## src/rtl/mem_sys_ctrl_if.sv

```systemverilog
// Command, serial-load, memory and bit-stream signals of the mem_sys sequencer.
// The controller uses the slave modport; the host/memory side uses master.
interface mem_sys_ctrl_if #(
    parameter int XAW = 10,
    parameter int WAW = 20
);
    logic                 cmd_valid;
    logic                 cmd_ready;
    logic [1:0]           cmd_op;
    logic [1:0]           cmd_bank_x;
    logic [1:0]           cmd_bank_w;
    logic [XAW-1:0]       cmd_len_in;
    logic [WAW-XAW-1:0]   cmd_len_out;
    logic                 ld_valid;
    logic                 ld_ready;
    logic                 ld_data;
    logic                 we_x;
    logic                 we_w;
    logic                 data_in;
    logic [XAW-1:0]       address_x;
    logic [WAW-1:0]       address_w;
    logic [1:0]           sel_x;
    logic [1:0]           sel_w;
    logic                 data_out_x;
    logic                 data_out_w;
    logic                 bit_valid;
    logic                 bit_x;
    logic                 bit_w;
    logic                 bit_first;
    logic                 bit_last;
    logic                 done;
    logic                 busy;

    modport slave (
        input  cmd_valid, cmd_op, cmd_bank_x, cmd_bank_w, cmd_len_in, cmd_len_out,
        input  ld_valid, ld_data, data_out_x, data_out_w,
        output cmd_ready, ld_ready, we_x, we_w, data_in, address_x, address_w,
        output sel_x, sel_w, bit_valid, bit_x, bit_w, bit_first, bit_last, done, busy
    );

    modport master (
        output cmd_valid, cmd_op, cmd_bank_x, cmd_bank_w, cmd_len_in, cmd_len_out,
        output ld_valid, ld_data, data_out_x, data_out_w,
        input  cmd_ready, ld_ready, we_x, we_w, data_in, address_x, address_w,
        input  sel_x, sel_w, bit_valid, bit_x, bit_w, bit_first, bit_last, done, busy
    );
endinterface

```

## src/rtl/mem_sys_ctrl.sv

```systemverilog
// Load/run sequencer for the bit-serial mem_sys; streams (x, w) bit pairs neuron-major.
// Optional MEM_SYS_CTRL_ABORT_EN adds an abort input that drops any operation back to IDLE.
module mem_sys_ctrl #(
    parameter int XAW = 10,
    parameter int WAW = 20
) (
    input  logic clk,
    input  logic rst_n,
`ifdef MEM_SYS_CTRL_ABORT_EN
    input  logic abort,
`endif
    mem_sys_ctrl_if.slave bus
);
    localparam int OW = WAW - XAW;
    localparam logic [1:0] OP_LOAD_X = 2'b00;
    localparam logic [1:0] OP_LOAD_W = 2'b01;
    localparam logic [1:0] OP_RUN    = 2'b10;
    localparam logic [1:0] OP_NOP    = 2'b11;

    typedef enum logic [2:0] {IDLE, LOAD_X, LOAD_W, RUN, DRAIN} state_t;

    state_t          state, state_nx;
    logic [XAW-1:0]  i, len_in;
    logic [OW-1:0]   o, len_out;
    logic [WAW-1:0]  wa;
    logic [1:0]      sel_x, sel_w;
    logic            vld_q, first_q, last_q, done_q;
    logic            abrt, accept, loading, ld_fire, i_end, o_end, adv, load_final;

`ifdef MEM_SYS_CTRL_ABORT_EN
    assign abrt = abort && (state != IDLE);
`else
    assign abrt = 1'b0;
`endif

    assign accept     = (state == IDLE) && bus.cmd_valid;
    assign loading    = (state == LOAD_X) || (state == LOAD_W);
    assign ld_fire    = loading && bus.ld_valid && !abrt;
    assign i_end      = (i == len_in);
    assign o_end      = (o == len_out);
    assign adv        = ld_fire || ((state == RUN) && !abrt);
    assign load_final = ld_fire && i_end && ((state == LOAD_X) || o_end);

    always_comb begin
        state_nx = state;
        case (state)
            IDLE: if (bus.cmd_valid) begin
                case (bus.cmd_op)
                    OP_LOAD_X: state_nx = LOAD_X;
                    OP_LOAD_W: state_nx = LOAD_W;
                    OP_RUN:    state_nx = RUN;
                    default:   state_nx = IDLE;
                endcase
            end
            LOAD_X:  if (load_final) state_nx = IDLE;
            LOAD_W:  if (load_final) state_nx = IDLE;
            RUN:     if (i_end && o_end) state_nx = DRAIN;
            DRAIN:   state_nx = IDLE;
            default: state_nx = IDLE;
        endcase
        if (abrt) state_nx = IDLE;
    end

    always_ff @(posedge clk or negedge rst_n) begin
        if (!rst_n) begin
            state   <= IDLE;
            i       <= '0;
            o       <= '0;
            wa      <= '0;
            len_in  <= '0;
            len_out <= '0;
            sel_x   <= '0;
            sel_w   <= '0;
            vld_q   <= 1'b0;
            first_q <= 1'b0;
            last_q  <= 1'b0;
            done_q  <= 1'b0;
        end else begin
            state   <= state_nx;
            done_q  <= (accept && (bus.cmd_op == OP_NOP)) || load_final ||
                       ((state == DRAIN) && !abrt);
            // wa tracks o*(len_in+1)+i by plain increment alongside the nested i/o walk
            if (accept) begin
                i       <= '0;
                o       <= '0;
                wa      <= '0;
                len_in  <= bus.cmd_len_in;
                len_out <= bus.cmd_len_out;
                sel_x   <= bus.cmd_bank_x;
                sel_w   <= bus.cmd_bank_w;
            end else if (adv) begin
                i  <= i_end ? '0 : i + XAW'(1);
                wa <= wa + WAW'(1);
                if (i_end) o <= o_end ? '0 : o + OW'(1);
            end
            vld_q   <= (state == RUN) && !abrt;
            first_q <= (i == '0);
            last_q  <= i_end;
        end
    end

    assign bus.cmd_ready = (state == IDLE);
    assign bus.busy      = (state != IDLE);
    assign bus.ld_ready  = loading;
    assign bus.we_x      = (state == LOAD_X) && bus.ld_valid && !abrt;
    assign bus.we_w      = (state == LOAD_W) && bus.ld_valid && !abrt;
    assign bus.data_in   = bus.ld_data;
    assign bus.address_x = ((state == LOAD_X) || (state == RUN)) ? i : '0;
    assign bus.address_w = ((state == LOAD_W) || (state == RUN)) ? wa : '0;
    assign bus.sel_x     = sel_x;
    assign bus.sel_w     = sel_w;
    assign bus.bit_valid = vld_q;
    assign bus.bit_x     = vld_q & bus.data_out_x;
    assign bus.bit_w     = vld_q & bus.data_out_w;
    assign bus.bit_first = vld_q & first_q;
    assign bus.bit_last  = vld_q & last_q;
    assign bus.done      = done_q;
endmodule

```

## src/flat_wrapper.sv

```systemverilog
// flat-port wrapper written by rule: the top's interface ports become plain ports
module mem_sys_ctrl_flat 
#(
    parameter int XAW = 10,
    parameter int WAW = 20
)
  (clk, rst_n, bus_cmd_valid, bus_cmd_op, bus_cmd_bank_x, bus_cmd_bank_w, bus_cmd_len_in, bus_cmd_len_out, bus_ld_valid, bus_ld_data, bus_data_out_x, bus_data_out_w, bus_cmd_ready, bus_ld_ready, bus_we_x, bus_we_w, bus_data_in, bus_address_x, bus_address_w, bus_sel_x, bus_sel_w, bus_bit_valid, bus_bit_x, bus_bit_w, bus_bit_first, bus_bit_last, bus_done, bus_busy);
  mem_sys_ctrl_if #(.XAW(XAW), .WAW(WAW)) bus_i ();
  input  logic clk;
  input  logic rst_n;
  input wire logic [$bits(bus_i.cmd_valid)-1:0] bus_cmd_valid;
  input wire logic [$bits(bus_i.cmd_op)-1:0] bus_cmd_op;
  input wire logic [$bits(bus_i.cmd_bank_x)-1:0] bus_cmd_bank_x;
  input wire logic [$bits(bus_i.cmd_bank_w)-1:0] bus_cmd_bank_w;
  input wire logic [$bits(bus_i.cmd_len_in)-1:0] bus_cmd_len_in;
  input wire logic [$bits(bus_i.cmd_len_out)-1:0] bus_cmd_len_out;
  input wire logic [$bits(bus_i.ld_valid)-1:0] bus_ld_valid;
  input wire logic [$bits(bus_i.ld_data)-1:0] bus_ld_data;
  input wire logic [$bits(bus_i.data_out_x)-1:0] bus_data_out_x;
  input wire logic [$bits(bus_i.data_out_w)-1:0] bus_data_out_w;
  output wire logic [$bits(bus_i.cmd_ready)-1:0] bus_cmd_ready;
  output wire logic [$bits(bus_i.ld_ready)-1:0] bus_ld_ready;
  output wire logic [$bits(bus_i.we_x)-1:0] bus_we_x;
  output wire logic [$bits(bus_i.we_w)-1:0] bus_we_w;
  output wire logic [$bits(bus_i.data_in)-1:0] bus_data_in;
  output wire logic [$bits(bus_i.address_x)-1:0] bus_address_x;
  output wire logic [$bits(bus_i.address_w)-1:0] bus_address_w;
  output wire logic [$bits(bus_i.sel_x)-1:0] bus_sel_x;
  output wire logic [$bits(bus_i.sel_w)-1:0] bus_sel_w;
  output wire logic [$bits(bus_i.bit_valid)-1:0] bus_bit_valid;
  output wire logic [$bits(bus_i.bit_x)-1:0] bus_bit_x;
  output wire logic [$bits(bus_i.bit_w)-1:0] bus_bit_w;
  output wire logic [$bits(bus_i.bit_first)-1:0] bus_bit_first;
  output wire logic [$bits(bus_i.bit_last)-1:0] bus_bit_last;
  output wire logic [$bits(bus_i.done)-1:0] bus_done;
  output wire logic [$bits(bus_i.busy)-1:0] bus_busy;
  assign bus_i.cmd_valid = bus_cmd_valid;
  assign bus_i.cmd_op = bus_cmd_op;
  assign bus_i.cmd_bank_x = bus_cmd_bank_x;
  assign bus_i.cmd_bank_w = bus_cmd_bank_w;
  assign bus_i.cmd_len_in = bus_cmd_len_in;
  assign bus_i.cmd_len_out = bus_cmd_len_out;
  assign bus_i.ld_valid = bus_ld_valid;
  assign bus_i.ld_data = bus_ld_data;
  assign bus_i.data_out_x = bus_data_out_x;
  assign bus_i.data_out_w = bus_data_out_w;
  assign bus_cmd_ready = bus_i.cmd_ready;
  assign bus_ld_ready = bus_i.ld_ready;
  assign bus_we_x = bus_i.we_x;
  assign bus_we_w = bus_i.we_w;
  assign bus_data_in = bus_i.data_in;
  assign bus_address_x = bus_i.address_x;
  assign bus_address_w = bus_i.address_w;
  assign bus_sel_x = bus_i.sel_x;
  assign bus_sel_w = bus_i.sel_w;
  assign bus_bit_valid = bus_i.bit_valid;
  assign bus_bit_x = bus_i.bit_x;
  assign bus_bit_w = bus_i.bit_w;
  assign bus_bit_first = bus_i.bit_first;
  assign bus_bit_last = bus_i.bit_last;
  assign bus_done = bus_i.done;
  assign bus_busy = bus_i.busy;
  mem_sys_ctrl #(.XAW(XAW), .WAW(WAW)) u_core (.clk(clk), .rst_n(rst_n), .bus(bus_i));
endmodule
```

## config.mk

```make
export PLATFORM = sky130hd
export DESIGN_NAME = mem_sys_ctrl_flat
export DESIGN_NICKNAME = d
export VERILOG_FILES = /design/src/rtl/mem_sys_ctrl_if.sv /design/src/rtl/mem_sys_ctrl.sv /design/src/flat_wrapper.sv
export SDC_FILE = /design/constraint.sdc
export NUM_CORES = 1
export LEC_CHECK = 0
export ABC_AREA = 1
export BUFFER_PORTS_ARGS = -buffer_cell sky130_fd_sc_hd__buf_2
export CAP_MARGIN = 20
export CORE_AREA = 2 2 94 96
export DETAILED_ROUTE_END_ITERATION = 10
export DIE_AREA = 0 0 96 98
export PLACE_DENSITY = 0.74
export SLEW_MARGIN = 0
export SYNTH_ARGS = -nofsm -noshare
export SYNTH_HDL_FRONTEND = slang
export SYNTH_SLANG_ARGS = --single-unit
```

## constraint.sdc

```tcl
create_clock -name clk -period 1.65 [get_ports clk]
set_clock_uncertainty 0.1 [all_clocks]
set_input_delay 0.165 -clock clk [delete_from_list [all_inputs] [get_ports clk]]
set_output_delay 0.165 -clock clk [all_outputs]
set_load 0.005 [all_outputs]
```

======== Word level (Yosys, flattened, before mapping) ========
Index checks and enable logic that the tools add are counted.
cells by class
  add/sub/neg operators ................... 3
  bitwise logic cells ..................... 4
  equality and inequality tests ........... 12
  mux-type cells .......................... 16
  reductions and logical operators ........ 24
operator list
  kind                                                                     count
  10-bit 2-to-1 mux                                                        8
  20-bit 2-to-1 mux                                                        3
  10-bit by 1-bit adder with 10-bit output, second input constant          2
  20-bit by 1-bit adder with 20-bit output, second input constant          1
  10-bit equality test                                                     2
  10-bit zero test                                                         1
  3-bit 2-to-1 mux                                                         3
  3-bit one-hot mux with 3 select lines                                    1
  1-bit logical AND                                                        8
  1-bit logical OR                                                         7
  3-bit by 2-bit equality test with 1-bit output, second input constant    2
  2-bit one-hot mux with 3 select lines                                    1
  1-bit bitwise AND                                                        4
  2-bit equality test, second input constant                               2
  2-bit inequality test, second input constant                             2
  2-bit nonzero test                                                       2
  3-bit by 1-bit equality test with 1-bit output, second input constant    1
  3-bit equality test, second input constant                               1
  3-bit zero test                                                          1
  3-bit AND reduction                                                      1
  3-bit nonzero test                                                       1
  2-bit by 1-bit equality test with 1-bit output, second input constant    1
  2-bit zero test                                                          1
  2-bit by 1-bit inequality test with 1-bit output, second input constant  1
  2 further kinds                                                          2
word-level totals
  output and inout port bits .............. 46
  register bits after elaboration ......... 71
  input port bits ......................... 33

======== Logic depth before layout (Yosys ltp) ========
Gate-level depths: netlist of the first run.
  depth in word-level cells ............... 7
  mapped depth ............................ 13

======== Least setup slack after synthesis of the first run ========
Ideal clock, no wire load.
  path kind ............................... register to register
  from .................................... register u_core.state[0]
  to ...................................... register u_core.o[3]
  path buffers ............................ 2
  clock period less this slack ............ 1,633 ps
  setup slack ............................. 17 ps
  arrival time ............................ 1,468 ps
  cell stages (with the launch flop) ...... 12
  library setup time ...................... 65 ps
  cells stage by stage .................... dfrtp_1 -> buf_2 -> nor2_2 -> nand2_2 -> nor2_2 -> inv_2 -> nand2_4 -> nand2_4 -> inv_4 -> buf_6 -> nand3_1 -> nand2_1
between the ends
  longest elaborated chain between the ends .. 6
  elaborated cells on any way between the ends .. 12
RTL lines
  what                                                                                                              RTL line            source
  from (decl)                                                                                                       mem_sys_ctrl.sv:22  state_t state, state_nx;
  from (signal assigned)                                                                                            mem_sys_ctrl.sv:79  state <= state_nx;
  3-bit by 1-bit equality test with 1-bit output or 3-bit by 2-bit equality test with 1-bit output (tied branches)  mem_sys_ctrl.sv:37  assign loading = (state == LOAD_X) || (state == LOAD_W);
  1-bit logical OR                                                                                                  mem_sys_ctrl.sv:37
  1-bit logical AND                                                                                                 mem_sys_ctrl.sv:38  assign ld_fire = loading && bus.ld_valid && !abrt;
  1-bit logical OR                                                                                                  mem_sys_ctrl.sv:41  assign adv = ld_fire || ((state == RUN) && !abrt);
  2-bit nonzero test (no source line)                                                                               n/a
  2-bit AND reduction (no source line)                                                                              n/a
  to (signal assigned)                                                                                              mem_sys_ctrl.sv:94  if (i_end) o <= o_end ? '0 : o + OW'(1);
  to (decl)                                                                                                         mem_sys_ctrl.sv:24  logic [OW-1:0] o, len_out;
Parallel ways exist; a longest one is shown, timed or not.
A chain may end at the register's enable or synchronous reset.

======== Worst setup path in the final report of the first run ========
  from .................................... register u_core.state[2]
  to ...................................... register u_core.state[1]
between the ends
  longest elaborated chain between the ends .. 7
  elaborated cells on any way between the ends .. 15
RTL lines
  what                                                                                                              RTL line                                                    source
  3-bit by 1-bit equality test with 1-bit output or 3-bit by 2-bit equality test with 1-bit output (tied branches)  mem_sys_ctrl.sv:37, mem_sys_ctrl.sv:42, mem_sys_ctrl.sv:46
  1-bit logical OR                                                                                                  mem_sys_ctrl.sv:37
  1-bit logical AND                                                                                                 mem_sys_ctrl.sv:38
  1-bit logical AND (2 in a row)                                                                                    mem_sys_ctrl.sv:42                                          assign load_final = ld_fire && i_end && ((state == LOAD_X) || o_end);
  2-bit by 1-bit inequality test with 1-bit output (no source line)                                                 n/a
  3-bit AND reduction (no source line)                                                                              n/a
Parallel ways exist; a longest one is shown, timed or not.

==> summary.txt, run 1 <==
Largest net degree at the start of global routing - 72
Worst Path Max Fanout - 5
Final Slew Violations - 0
Antenna violations before repair - 0
Setup CP Type - reg2reg
Num rows - 34
Iter 0 DRT Violations - 294
Fmax - 561.3 MHz
Area of the multi-input gates - 0.002258 mm2
Synth top cells by count - nand2_1 (168), nor2_1 (73), dfrtp_1 (71)
Syn_area_per_cell - 7.181 um2
Adder-Cell Fraction of Synth Area - 2.162%
Final setup viols - 46
Overall power - 8.605 mW
Final GP Congestion - 0.8792
Hold Vio Cnt, Final - 0
Wire per inst - 14.76 um
CTS Sinks - 71
Clock Tree Buf Depth - 2
Count leader, synth - nand2_1
Worst vdd ir - 0.8467 mV
Worst-Skew Late Latency - 0.36 ns
Pleak - 3.222 nW
Relative slew slack - 68.74%
Post-synth top flop - dfrtp_1
Die Area - 0.009408 mm2
Combinational family with the most area after synthesis - simple AND/OR/NAND/NOR gates
Final wirelength - 12.81 mm
Compound-Gate Fraction of Synth Area - 8.279%
Simple-Gate Fraction of Synth Area - 33.33%
Max incr delay on CP - 0.42 ns
Initial Util - 47.84%
CP max stage cell - dfrtp_1
Outcome - finished, violations left
Crit. End Element - flip-flop
Synth warn - 0
Top cell type's share of synthesized area - 43.87%
Final #Nets - 795
Seq cells post-synth - 71
Power per Cell Area - 1381 mW/mm2
GRT Total Usage - 24.33%
Seq/Total Area, Yosys - 43.87%
Via count - 4485
Final TNS setup - -2.385 ns
Die width - 96 um
CTS tree - yes
Setup WS pre-CTS - -0.1478 ns
Final worst slack - -0.1317 ns
Cells after synthesis - 564
Global-route wire length before repair - 17.97 mm
Hold Path Class - in2out
FILL cells - 571
Number of flops mapped to enable cells by yosys - 0
Violated checks - negative setup slack
Final period utilization - 108.0%
Cell taking the most area after synthesis - dfrtp_1
Total nets after synthesis - 604
CTS root buffer - clkbuf_8
Synth unique cells - 34
Clock transition at path regs - 0.08 ns
Synth top area cells - dfrtp_1 (44%), nand2_1 (16%), nor2_1 (6.8%), inv_1 (6.0%), nand3_1 (3.2%)
Die height - 98 um
CP cell instances - inv_4 > nand2_4 > o21ai_4 > nand2_4 > nor3_1 > nand2_1 > nand2_2 > nand2_2 > nand2_1 > nand2_1
Reg area - 0.001782 mm2
DRC viols - 0
Startpoint types - flip-flop
# diodes - 0
Min cycle time layout - 1.782 ns
# Max-Cap Violations - 0
Crit path DAT - 1.93 ns
Share of layout cells above drive strength 1 - 38.68%
Num CTS Buffers - 9
XOR/XNOR Fraction of Synth Area - 2.595%
Top cell by count, worst path - nand2_1
Top Ports - 79
Overflow after GRT - 0
Ys async rst share - 100.0%
Post-route ant nets - 0
RSZ-0062 raised after global routing - true
H-tree Lvls - 3
Cell Area, Synth - 0.004050 mm2
Vias in the first global route - 4013
DR pass1 iterations - 5
Post-DP HPWL - 7.429 mm
Multiplexer share of the synthesized area - 0%
Area Overhead vs Synth - 53.85%
Number of I/O port buffers - 76
Worst endpoint required time - 1.80 ns
CORE AREA - 0.008466 mm2
Drt via density - 5.167
Slew at the pin closest to its max-slew limit - 0.4646 ns
[sequential cells by signal, summed over array words and instances (netlist names)]
signal	flops
u_core.bus.bit_valid	1
u_core.bus.sel_x	2
u_core.state	3
u_core.bus.done	1
u_core.len_out	10
u_core.last_q	1
u_core.len_in	10
u_core.i	10
u_core.bus.sel_w	2
u_core.wa	20
u_core.o	10
u_core.first_q	1
[per-stage QoR]
stage | std cells | hold slack (ns) | area, um2 | utilization [%]
4_1_cts | 847 | 0.1526 | 5692 | 67.23
6_report | 868 | 0.2300 | 6231 | 73.60
2_1_floorplan | 564 | -0.2306 | 4050 | -
3_5_place_dp | 793 | 0.1254 | 4961 | 58.60
3_3_place_gp | 793 | 0.1245 | 4961 | 58.60
5_1_grt | 868 | 0.2300 | 6231 | 73.60
[metal layers]
| layer | GRT usage (%) | wire [um] | part of all wire, % |
|---|---|---|---|
| met2 | 40.92 | 6578 | 51 |
| met5 | 0 | 0 | 0 |
| met4 | 8.681 | 379 | 3.0 |
| met3 | 5.556 | 620 | 4.8 |
| met1 | 30.29 | 5235 | 41 |
[final timing paths]
path | start | end | slack [ns] | depth (start not counted)
hold / removal | bus_ld_data | bus_data_in | 0.23 | 0
hold reg to reg | u_core.bus.sel_w[0] | u_core.bus.sel_w[0] | 0.38 | 2
setup / recovery | u_core.state[2] | u_core.state[1] | -0.13 | 10
min in group asynchronous | rst_n | u_core.wa[16] | 0.24 | 3
setup reg to reg | u_core.state[2] | u_core.state[1] | -0.13 | 10
max in group asynchronous | rst_n | u_core.o[7] | 0.86 | 3
[repair_timing]
action / in CTS / in global routing
endpoints found under the hold margin: 95 / 0
cloned: 1 / 3
setup buffers: 12 / 20
gates resized for setup: 41 / 94
hold buffers: 25 / 0
pin swaps: 11 / 30
setup endpoints to repair: 53 / 74
[report_power, final]
group	switching, mW	leakage [nW]	internal, mW	total [mW]
clock	0.710	0.122	1.04	1.75
combinational	2.38	2.17	1.93	4.31
sequential	0.355	0.934	2.19	2.55
[kinds of logic (layout without fill, tap and decap cells)]
group,count (synthesis),count (layout)
AO/OA/AOI/OAI,62,62
AND/OR/NAND/NOR,315,316
adder cells (fa/ha/maj),7,7
buffers and inverters,97,292
flip-flops,71,71
XOR/XNOR,12,12
[cell usage in the layout (no fill, tap or decap), types with 10 or more instances in the layout]
master,instances
nand2_1,150
buf_2,75
buf_4,71
dfrtp_1,67
inv_1,61
nor2_1,54
dlygate4sd3_1,25
o21ai_1,24
nand3_1,20
nand2_2,17
inv_2,16
buf_6,16
a21oi_1,13
nor2_2,12
nor3_1,12
nor2_4,11
xor2_1,11
clkbuf_8,10
[worst max-delay path: cells and delay by family, from the launching register on]
kind	cells	cell delay, ns
AND/OR/NAND/NOR	8	0.86
flip-flops	1	0.42
AO/OA/AOI/OAI	1	0.17
buffers and inverters	1	0.12
[cell type report]
type / count / share of cell area, %
sequential: 71 / 28.59
timing repair buffer: 193 / 23.57
timing repair inverter: 1 / 0.1406
clock inverter: 6 / 1.727
multi-input combinational: 397 / 36.25
tap: 108 / 2.169
clock buffer: 10 / 2.209
inverter: 82 / 5.341
No activity file was read; power rests on OpenSTA's default activity.
==> run 2: changes to the inputs <==
--- a/config.mk
+++ b/config.mk
@@ -9,6 +9,7 @@
 export BUFFER_PORTS_ARGS = -buffer_cell sky130_fd_sc_hd__buf_2
 export CAP_MARGIN = 20
 export CORE_AREA = 2 2 94 96
+export CTS_CLUSTER_DIAMETER = 60
 export DETAILED_ROUTE_END_ITERATION = 10
 export DIE_AREA = 0 0 96 98
 export PLACE_DENSITY = 0.74
==> constraint.sdc (replaced) <==
create_clock -name clk -period 1.55 [get_ports clk]
set_clock_uncertainty 0.1 [all_clocks]
set_input_delay 0.155 -clock clk [delete_from_list [all_inputs] [get_ports clk]]
set_output_delay 0.155 -clock clk [all_outputs]
set_load 0.005 [all_outputs]
==> run 2 against run 1 <==
  * The flow still finishes with violations (negative setup slack)
  * Design area is 3.5% higher
  * Worst setup slack worse by 0.14 ns
  * Die area stayed put
  * Critical endpoint unchanged
  * Fmax is 2.2% lower
  * Critical path depth stayed put
==> summary.txt, run 2 (same netlist as run 1, synthesis figures left out) <==
Outcome - finished, violations left
Violated checks - negative setup slack
Vias in the first global route - 4207 (+4.8%)
Iter 0 DRT Violations - 293 (-0.34%)
Filler-free cell count of the finished design - 896 (+3.2%)
Clock transition at path regs - 0.10 ns (+0.02 ns)
Most frequent cells in the layout - nand2_1 (133), buf_4 (102), buf_2 (74)
Area of the multi-input gates - 0.002349 mm2 (+4.0%)
Pleak - 3.285 nW (+1.9%)
Initial Util - 47.84% (unchanged)
Power per Cell Area - 1410 mW/mm2 (+2.1%)
Antenna violations before repair - 0 (unchanged)
Final GP Congestion - 0.9180 (+4.4%)
DR pass1 iterations - 5 (unchanged)
Top Ports - 79 (unchanged)
CTS root buffer - clkbuf_8
Worst vdd ir - 0.9697 mV (+15%)
DRC viols - 0 (unchanged)
Setup CP Type - reg2reg
Final Slew Violations - 0 (unchanged)
Min cycle time layout - 1.821 ns (+0.03969 ns)
Crit path DAT - 1.98 ns (+0.05 ns)
Setup WS pre-CTS - -0.2920 ns (-0.1441 ns)
H-tree Lvls - 3 (unchanged)
Drt via density - 5.229 (+1.2%)
CORE AREA - 0.008466 mm2 (unchanged)
Die Area - 0.009408 mm2 (unchanged)
Hold Path Class - in2reg
Worst-Skew Late Latency - 0.37 ns (about the same)
Startpoint types - flip-flop
DP Cell Count - 828 (+4.4%)
Final wirelength - 13.70 mm (+6.9%)
Overflow after GRT - 0 (unchanged)
Wire per inst - 15.29 um (+3.6%)
Final worst slack - -0.2714 ns (-0.1397 ns)
Global-route wire length before repair - 18.42 mm (+2.5%)
Share of layout cells above drive strength 1 - 44.29% (+5.6 points)
Post-route ant nets - 0 (unchanged)
CTS tree - yes
Die height - 98 um (unchanged)
Number of I/O port buffers - 76 (unchanged)
Final period utilization - 117.5% (+9.5 points)
Post-DP HPWL - 7.871 mm (+6.0%)
Reg area - 0.001783 mm2 (about the same)
Most common cell after layout, fill and taps aside - nand2_1
Clock Tree Buf Depth - 2 (unchanged)
Slew at the pin closest to its max-slew limit - 0.4053 ns (-0.05933 ns)
Final #Nets - 823 (+3.5%)
GRT Total Usage - 24.67% (+0.34 points)
Worst endpoint required time - 1.70 ns (-0.10 ns)
RSZ-0062 raised after global routing - true
# diodes - 0 (unchanged)
Worst hold slack - 0.09017 ns (-0.1399 ns)
Area Overhead vs Synth - 59.28%
CTS Sinks - 71 (unchanged)
Via count - 4685 (+4.5%)
Max FFs per register - 20 (unchanged)
Num rows - 34 (unchanged)
Final setup viols - 90 (+96%)
Largest net degree at the start of global routing - 72 (unchanged)
Hold Vio Cnt, Final - 0 (unchanged)
# Max-Cap Violations - 0 (unchanged)
Worst Path Max Fanout - 3 (-2)
FILL cells - 551 (-3.5%)
Crit. End Element - flip-flop
Relative slew slack - 72.98% (+4.2 points)
Largest Register - u_core.wa
Fmax - 549.0 MHz (-2.2%)
Num CTS Buffers - 9 (unchanged)
Die width - 96 um (unchanged)
[run 2: cell type report]
cell class                      count  area share [%]
Clock buffer                       10           2.133
Multi-Input combinational cell    398           36.40
Clock inverter                      6          0.5625
Timing Repair Buffer              221           26.01
Sequential cell                    71           27.64
Inverter                           82           5.159
Tap cell                          108           2.095
[run 2: worst paths after layout]
path,start,to,slack (ns),depth (start not counted)
hold reg to reg,u_core.bus.sel_w[1],u_core.bus.sel_w[1],0.38,2
min in group asynchronous,rst_n,u_core.i[3],0.23,3
setup / recovery,u_core.i[5],u_core.state[1],-0.27,10
max in group asynchronous,rst_n,u_core.i[0],0.75,3
hold / removal,bus_cmd_op[0],u_core.bus.done,0.09,4
setup reg to reg,u_core.i[5],u_core.state[1],-0.27,10
[run 2: critical path, stage by stage (launching register included)]
cell	delay, ns
dfrtp_1	0.44
nand2_1	0.11
nand2_1	0.07
nor2_2	0.16
nand3_4	0.11
nor2_4	0.17
nand2_2	0.10
a21oi_4	0.19
nand2_2	0.11
nand2_2	0.09
nand2_1	0.05
[run 2: what timing repair did]
action	in CTS	in global routing
buffers inserted	4	19
gates cloned	1	4
hold buffers	25	0
resized for setup	37	114
endpoints found under the setup margin	89	98
pin swaps	8	44
endpoints found under the hold margin	95	0
[run 2: power by group]
group | internal [mW] | switching [mW]
clock network | 0.617 | 0.789
registers | 2.33 | 0.438
logic | 2.26 | 2.66
total | 5.21 | 3.89
[run 2: metrics by stage]
| stage | power, mW | area [um2] | setup TNS (ns) | utilization (%) |
|---|---|---|---|---|
| after floorplan | 4.625 | 4095 | -0.3550 | - |
| after global placement | 6.066 | 5255 | -3.777 | 62.08 |
| after detailed placement | 6.200 | 5255 | -7.252 | 62.08 |
| after CTS | 7.882 | 5844 | -4.657 | 69.04 |
| after global routing | 9.601 | 6451 | -15.62 | 76.20 |
| final | 9.098 | 6451 | -9.574 | 76.20 |
[run 2: routing by layer]
metal / vias to the layer above / global-route usage [%] / wire length, um
met5: - / 0 / 0
met3: 45 / 4.475 / 830
li1: 2204 / - / -
met1: 2215 / 30.25 / 5410
met4: 0 / 8.791 / 449
met2: 221 / 42.79 / 7007
